### src/rtl/uart_fifo_pkg.sv
// Shared UART FIFO constants.
//   DEF_D_BIT  - default data word width
//   DEF_W      - default address width (depth = 2**DEF_W)
//   DEF_AE_LVL - default almost_empty threshold in words
//   def_af_lvl - default almost_full threshold for a given address width
package uart_fifo_pkg;

   localparam int unsigned DEF_D_BIT  = 8;
   localparam int unsigned DEF_W      = 4;
   localparam int unsigned DEF_AE_LVL = 2;

   // Two words short of full, so a producer has slack to stop.
   function automatic int unsigned def_af_lvl(input int unsigned w);
      return (2 ** w) - 2;
   endfunction

endpackage

### src/rtl/fifo_ctrl.sv
// FIFO pointer, occupancy and status-flag control.
//   clk, rst       - clock, synchronous active-high reset
//   clr            - synchronous flush; wr/rd are ignored in that cycle
//   wr, rd         - push / pop requests
//   w_addr, r_addr - write / read pointers into storage
//   count          - words stored, 0..2**W
//   empty, full, almost_empty, almost_full - flags decoded from count
//   overflow       - sticky: push attempted while full (without a pop)
//   underflow      - sticky: pop attempted while empty
module fifo_ctrl
   import uart_fifo_pkg::*;
#(
   parameter int unsigned W      = DEF_W,
   parameter int unsigned AF_LVL = def_af_lvl(W),
   parameter int unsigned AE_LVL = DEF_AE_LVL
) (
   input  logic         clk,
   input  logic         rst,
   input  logic         clr,
   input  logic         wr,
   input  logic         rd,
   output logic [W-1:0] w_addr,
   output logic [W-1:0] r_addr,
   output logic [W:0]   count,
   output logic         empty,
   output logic         full,
   output logic         almost_empty,
   output logic         almost_full,
   output logic         overflow,
   output logic         underflow
);

   localparam int unsigned DEPTH = 2 ** W;

   logic [W-1:0] wptr_q, wptr_d;
   logic [W-1:0] rptr_q, rptr_d;
   logic [W:0]   count_q, count_d;
   logic         ovf_q, ovf_d;
   logic         udf_q, udf_d;
   logic         do_push, do_pop;

   // Flags come straight from the registered count.
   assign empty        = (count_q == '0);
   assign full         = (32'(count_q) == DEPTH);
   assign almost_empty = (32'(count_q) <= AE_LVL);
   assign almost_full  = (32'(count_q) >= AF_LVL);

   // A push while full is legal only when paired with a pop, which frees the slot.
   assign do_push = wr & (~full | rd);
   assign do_pop  = rd & ~empty;

   always_comb begin
      wptr_d  = wptr_q;
      rptr_d  = rptr_q;
      count_d = count_q;
      ovf_d   = ovf_q;
      udf_d   = udf_q;
      if (clr) begin
         wptr_d  = '0;
         rptr_d  = '0;
         count_d = '0;
         ovf_d   = 1'b0;
         udf_d   = 1'b0;
      end else begin
         if (do_push) wptr_d = wptr_q + W'(1);
         if (do_pop)  rptr_d = rptr_q + W'(1);
         case ({do_push, do_pop})
            2'b10:   count_d = count_q + (W+1)'(1);
            2'b01:   count_d = count_q - (W+1)'(1);
            default: count_d = count_q;
         endcase
         if (wr && full && !rd) ovf_d = 1'b1;
         if (rd && empty)       udf_d = 1'b1;
      end
   end

   always_ff @(posedge clk) begin
      if (rst) begin
         wptr_q  <= '0;
         rptr_q  <= '0;
         count_q <= '0;
         ovf_q   <= 1'b0;
         udf_q   <= 1'b0;
      end else begin
         wptr_q  <= wptr_d;
         rptr_q  <= rptr_d;
         count_q <= count_d;
         ovf_q   <= ovf_d;
         udf_q   <= udf_d;
      end
   end

   assign w_addr    = wptr_q;
   assign r_addr    = rptr_q;
   assign count     = count_q;
   assign overflow  = ovf_q;
   assign underflow = udf_q;

endmodule

### src/rtl/register_file.sv
// Register-file storage for the UART FIFO: one synchronous write port,
// one asynchronous read port. Contents are not reset.
//   clk    - clock
//   rst    - synchronous reset; only blocks writes, storage is not cleared
//   wr_en  - write strobe
//   w_addr - write address
//   r_addr - read address
//   w_data - write data
//   r_data - data at r_addr (combinational)
module register_file
   import uart_fifo_pkg::*;
#(
   parameter int unsigned D_BIT = DEF_D_BIT,
   parameter int unsigned W     = DEF_W
) (
   input  logic             clk,
   input  logic             rst,
   input  logic             wr_en,
   input  logic [W-1:0]     w_addr,
   input  logic [W-1:0]     r_addr,
   input  logic [D_BIT-1:0] w_data,
   output logic [D_BIT-1:0] r_data
);

   logic [D_BIT-1:0] mem_q [2**W];

   always_ff @(posedge clk) begin
      if (wr_en && !rst) begin
         mem_q[w_addr] <= w_data;
      end
   end

   assign r_data = mem_q[r_addr];

endmodule

### src/rtl/uart_fifo.sv
// Show-ahead synchronous FIFO for the UART data path.
//   clk, rst       - clock, synchronous active-high reset (highest priority)
//   clr            - synchronous flush
//   wr, w_data     - push request and data
//   rd             - pop request
//   r_data         - head word, valid only while empty=0
//   empty, full, almost_empty, almost_full - occupancy flags
//   count          - words stored, 0..2**W
//   overflow, underflow - sticky error flags, cleared by rst or clr
module uart_fifo
   import uart_fifo_pkg::*;
#(
   parameter int unsigned D_BIT  = DEF_D_BIT,
   parameter int unsigned W      = DEF_W,
   parameter int unsigned AF_LVL = def_af_lvl(W),
   parameter int unsigned AE_LVL = DEF_AE_LVL
) (
   input  logic             clk,
   input  logic             rst,
   input  logic             clr,
   input  logic             wr,
   input  logic [D_BIT-1:0] w_data,
   input  logic             rd,
   output logic [D_BIT-1:0] r_data,
   output logic             empty,
   output logic             full,
   output logic             almost_empty,
   output logic             almost_full,
   output logic [W:0]       count,
   output logic             overflow,
   output logic             underflow
);

   logic [W-1:0] w_addr;
   logic [W-1:0] r_addr;
   logic         wr_en;

   // Same acceptance rule as the controller's push, so storage and pointers agree.
   assign wr_en = wr & (~full | rd) & ~clr & ~rst;

   register_file #(
      .D_BIT (D_BIT),
      .W     (W)
   ) u_regs (
      .clk    (clk),
      .rst    (rst),
      .wr_en  (wr_en),
      .w_addr (w_addr),
      .r_addr (r_addr),
      .w_data (w_data),
      .r_data (r_data)
   );

   fifo_ctrl #(
      .W      (W),
      .AF_LVL (AF_LVL),
      .AE_LVL (AE_LVL)
   ) u_ctrl (
      .clk          (clk),
      .rst          (rst),
      .clr          (clr),
      .wr           (wr),
      .rd           (rd),
      .w_addr       (w_addr),
      .r_addr       (r_addr),
      .count        (count),
      .empty        (empty),
      .full         (full),
      .almost_empty (almost_empty),
      .almost_full  (almost_full),
      .overflow     (overflow),
      .underflow    (underflow)
   );

endmodule

### config.mk
export PLATFORM = sky130hd
export DESIGN_NAME = uart_fifo
export DESIGN_NICKNAME = d
export VERILOG_FILES = /design/src/rtl/uart_fifo_pkg.sv /design/src/rtl/fifo_ctrl.sv /design/src/rtl/register_file.sv /design/src/rtl/uart_fifo.sv
export SDC_FILE = /design/constraint.sdc
export NUM_CORES = 1
export LEC_CHECK = 0
export BUFFER_PORTS_ARGS = -buffer_cell sky130_fd_sc_hd__buf_2
export CAP_MARGIN = 20
export CORE_UTILIZATION = 50
export CTS_BUF_LIST = sky130_fd_sc_hd__clkbuf_16
export CTS_CLUSTER_DIAMETER = 150
export DETAILED_ROUTE_END_ITERATION = 16
export PLACE_DENSITY = 0.78
export SLEW_MARGIN = 20
export SYNTH_ARGS = -nofsm -noshare
export SYNTH_HDL_FRONTEND = slang
export SYNTH_SLANG_ARGS = --single-unit
### constraint.sdc
create_clock -name clk -period 3.1 [get_ports clk]
set_clock_uncertainty 0.15 [all_clocks]
set_input_delay 0.31 -clock clk [delete_from_list [all_inputs] [get_ports clk]]
set_output_delay 0.31 -clock clk [all_outputs]
set_load 0.005 [all_outputs]
==> implementation parameters <==
Parameter                              Value

Outcome
  Result of the run ... finished, final reports clean

Floorplanning
  Die X ... 111 um
  Die height ... 111 um
  Effective utilization at floorplan ... 51.7%
  I/O pin count ... 32
  Standard cell core area ... 11500 um^2
  Total number of placement rows ... 39
  Die Outline Area ... 12300 um^2

Timing
  Relative max-transition margin ... 44.4%
  Peak clock frequency supported by timing ... 355 MHz
  Total count of max-transition violations in the final report ... 0
  Final worst-path cycle share ... 90.8%
  Total Neg Setup Slack ... 0 ns
  Endpoints failing hold ... 0
  Pin slew with the least headroom to its limit ... 0.833 ns
  Setup violations, final ... 0
  RSZ-0062 raised after global routing ... no
  Hold slack ... 0.0986 ns
  Final critical delay including setup and external delays ... 2.81 ns

Pwr
  Internal power ... 3.47 mW
  Cell leakage power ... 2.37 nW
  Peak supply drop ... 0.426 mV
  Share of power burned in the clock network ... 46.9%
  Power per standard cell area ... 625 nW/um^2
  Sequential share of power ... 49.9%
  Switching pwr ... 0.868 mW
  Switching share of total power ... 20.0%
  Combinational share of power ... 3.2%

Clock tree
  Maximum clock insertion buffer count ... 2
  Number of buffers added by the clock tree synthesis step ... 17
  Clock-pin slew of the registers on the worst-case setup and hold paths ... 0.06 ns
  Setup Fix Bufs, Post-CTS ... 0
  Number of gates resized after cts ... 0
  Count of H-tree levels built during CTS ... 4
  Hold buffer count at CTS ... 0
  TritonCTS clock tree ... built
  Clock tree root buffer cell ... sky130_fd_sc_hd__clkbuf_16
  Clock network latency to the later pin of the worst-skew pair ... 0.42 ns
  Clock tree sinks ... 147

Yosys
  Number of warnings reported in the yosys synthesis log ... 0
  Number of nets produced by synthesis ... 356
  Sequential-to-total area share from yosys stat ... 71.3%
  Top post-synthesis cells by area ... sky130_fd_sc_hd__edfxtp_1, sky130_fd_sc_hd__mux4_2, sky130_fd_sc_hd__dfxtp_1
  Synth Register Bits ... 147
  Fraction of post-synthesis cell area in the top cell type by area ... 64.9%
  Number of different library cells in the post-synthesis netlist ... 45
  Synthesized area per cell ... 17.7 um^2
  Gate count of the mapped netlist ... 334
  Netlist area before placement ... 5930 um^2
  Library cell with the largest summed area after synthesis ... sky130_fd_sc_hd__edfxtp_1

Finish
  Synth-to-Final Area Change ... 17.2%
  Layout Nets ... 409
  Final cell count without fillers ... 541
  Diodes inserted ... 0
  Share of final-layout standard cells stronger than drive strength 1 ... 31.7%
  Cell area after layout ... 6940 um^2
  Final core occ ... 60.5%

GRT
  Total gr overflow ... 0
  Global-route wire length before repair ... 18.2 mm
  Number of antenna violations at the first check in global routing ... 0
  Maximum number of pins on one net before global-route repair ... 33
  Vias in the first global route ... 3376
  Overall track demand over capacity in global routing ... 20.5%

Detailed routing
  Mean routed wirelength per cell ... 21.1 um
  DRC errors left ... 0
  Iter 0 DRT Violations ... 270
  Detailed-routing iteration count for the pre-antenna-repair pass ... 4
  Vias ... 3216
  Number of vias per cell ... 5.94
  Detail Route Antenna Nets ... 0
  Routed Wire Length ... 11.4 mm

Critical path
  Cell with the largest stage delay on the worst path ... sky130_fd_sc_hd__or4_4
  Critical path class ... reg -> reg
  Critical path capture point type ... register
  Cell-by-cell trace of the critical path ... or4_4 > o21ai_2 > inv_1 > ha_2 > ha_1 > nor4bb_2 > a21oi_1 > a2111o_1 > nand4_1
  Required time of the critical path ... 3.31 ns
  Worst stage delay on the critical path ... 0.62 ns
  Endpoint arrival time on the critical path ... 3.02 ns
  Maximum fanout count along the critical path ... 9
  Worst Setup Start Kind ... register

Place
  Count of port buffers added during placement ... 31
  Instance area at placement ... 6350 um^2
  Number of instances in the placed design ... 511
  Dpl hpwl ... 7.26 mm
  Routability Congestion ... 0.789

Worst hold path
  Class of the worst hold path ... in -> reg

Flow run
  Count of maximum capacitance violations ... 0
## layer usage
metal	part of all wire, %	global-route usage (%)	vias to the layer above
met5	0	0	-
met4	2.2	9.60	0
met3	7.1	6.18	24
met2	50	32.7	139
met1	41	25.7	1613
li1	-	-	1440
## cells by family after synthesis
kind of cell    Yosys count  share of synthesized area (%)
compound gates           36                           4.56
xor+xnor                  6                          0.887
fa+ha+maj                 9                           1.90
simple gates             77                           6.78
flops                   147                           71.3
mux                      35                           12.8
buf+inv                  24                           1.84
## synthesized netlist by cell type (all sizes together)
master,number
nor2b,2
xnor2,2
and4b,1
nand2b,2
nand2,13
nand4,1
nand3,11
o211ai,2
mux2,1
nor4bb,1
a21o,2
dfxtp,19
a2111oi,1
a22oi,16
nor2,31
and3,1
or2,1
o21ai,4
mux2i,2
nor4,1
a211oi,1
and2,2
o31ai,1
inv,6
a31oi,1
mux4,32
or4,3
a32oi,1
a2111o,1
nand4b,2
a21oi,5
ha,9
or3,4
edfxtp,128
o2111ai,1
and4bb,1
buf,7
clkbuf,11
xor2,4
## worst paths after layout
| kind | startpoint | end | slack [ns] | depth (start not counted) |
|---|---|---|---|---|
| max | u_ctrl.count[0] | u_ctrl.count[4] | 0.29 | 9 |
| min | rd | u_ctrl.underflow | 0.1 | 3 |
| max reg2reg | u_ctrl.count[0] | u_ctrl.count[4] | 0.29 | 9 |
| min reg2reg | u_ctrl.overflow | u_ctrl.overflow | 0.32 | 2 |
## stage by stage
| step | power (mW) | worst slack [ns] |
|---|---|---|
| 6_report | 4.34 | 0.285 |
| 2_1_floorplan | 2.29 | 0.0676 |
| 4_1_cts | 4.36 | 0.154 |
| 3_5_place_dp | 2.35 | 0.218 |
| 3_3_place_gp | 2.34 | 0.288 |
| 5_1_grt | 4.46 | 0.0973 |
## power groups by stage
stage / logic [mW] / clock network [mW] / registers [mW]
global route: 0.155 / 2.13 / 2.17
CTS: 0.141 / 2.05 / 2.17
floorplan: 0.0827 / 0 / 2.20
detailed placement: 0.140 / 0 / 2.21
global placement: 0.135 / 0 / 2.21
finish: 0.140 / 2.03 / 2.17
## cell usage in the layout (no fill, tap or decap), types with 3 or more instances in the layout
cell,count
sky130_fd_sc_hd__nor2_1,31
sky130_fd_sc_hd__edfxtp_1,128
sky130_fd_sc_hd__inv_6,3
sky130_fd_sc_hd__clkinv_2,3
sky130_fd_sc_hd__inv_1,7
sky130_fd_sc_hd__a21oi_1,5
sky130_fd_sc_hd__buf_2,31
sky130_fd_sc_hd__or3_1,3
sky130_fd_sc_hd__dfxtp_1,18
sky130_fd_sc_hd__xor2_1,4
sky130_fd_sc_hd__nand2_1,13
sky130_fd_sc_hd__ha_1,8
sky130_fd_sc_hd__bufinv_16,3
sky130_fd_sc_hd__nand3_1,10
sky130_fd_sc_hd__clkbuf_16,17
sky130_fd_sc_hd__o21ai_0,3
sky130_fd_sc_hd__mux4_2,32
sky130_fd_sc_hd__buf_4,20
sky130_fd_sc_hd__a22oi_1,16
## sequential cells by signal, summed over array words and instances (netlist names), named ones only
name,cells
u_ctrl.count,5
u_ctrl.overflow,1
u_ctrl.r_addr,4
u_ctrl.underflow,1
u_ctrl.w_addr,4
u_regs.mem_q,128
## critical path, delay by kind of cell (launching register included)
kind            cells  cell delay (ns)
buf+inv             1             0.07
simple gates        3             1.00
fa+ha+maj           2             0.47
flops               1             0.37
compound gates      3             0.69
## cell type report
class | instances | area [um^2]
Tap cell | 143 | 179
Sequential cell | 147 | 4230
Fill cell | 826 | 4520
Timing Repair Buffer | 52 | 325
Inverter | 6 | 22.5
Clock buffer | 17 | 425
Multi-Input combinational cell | 163 | 1610
Clock inverter | 13 | 160
No activity file was read; power rests on OpenSTA's default activity.
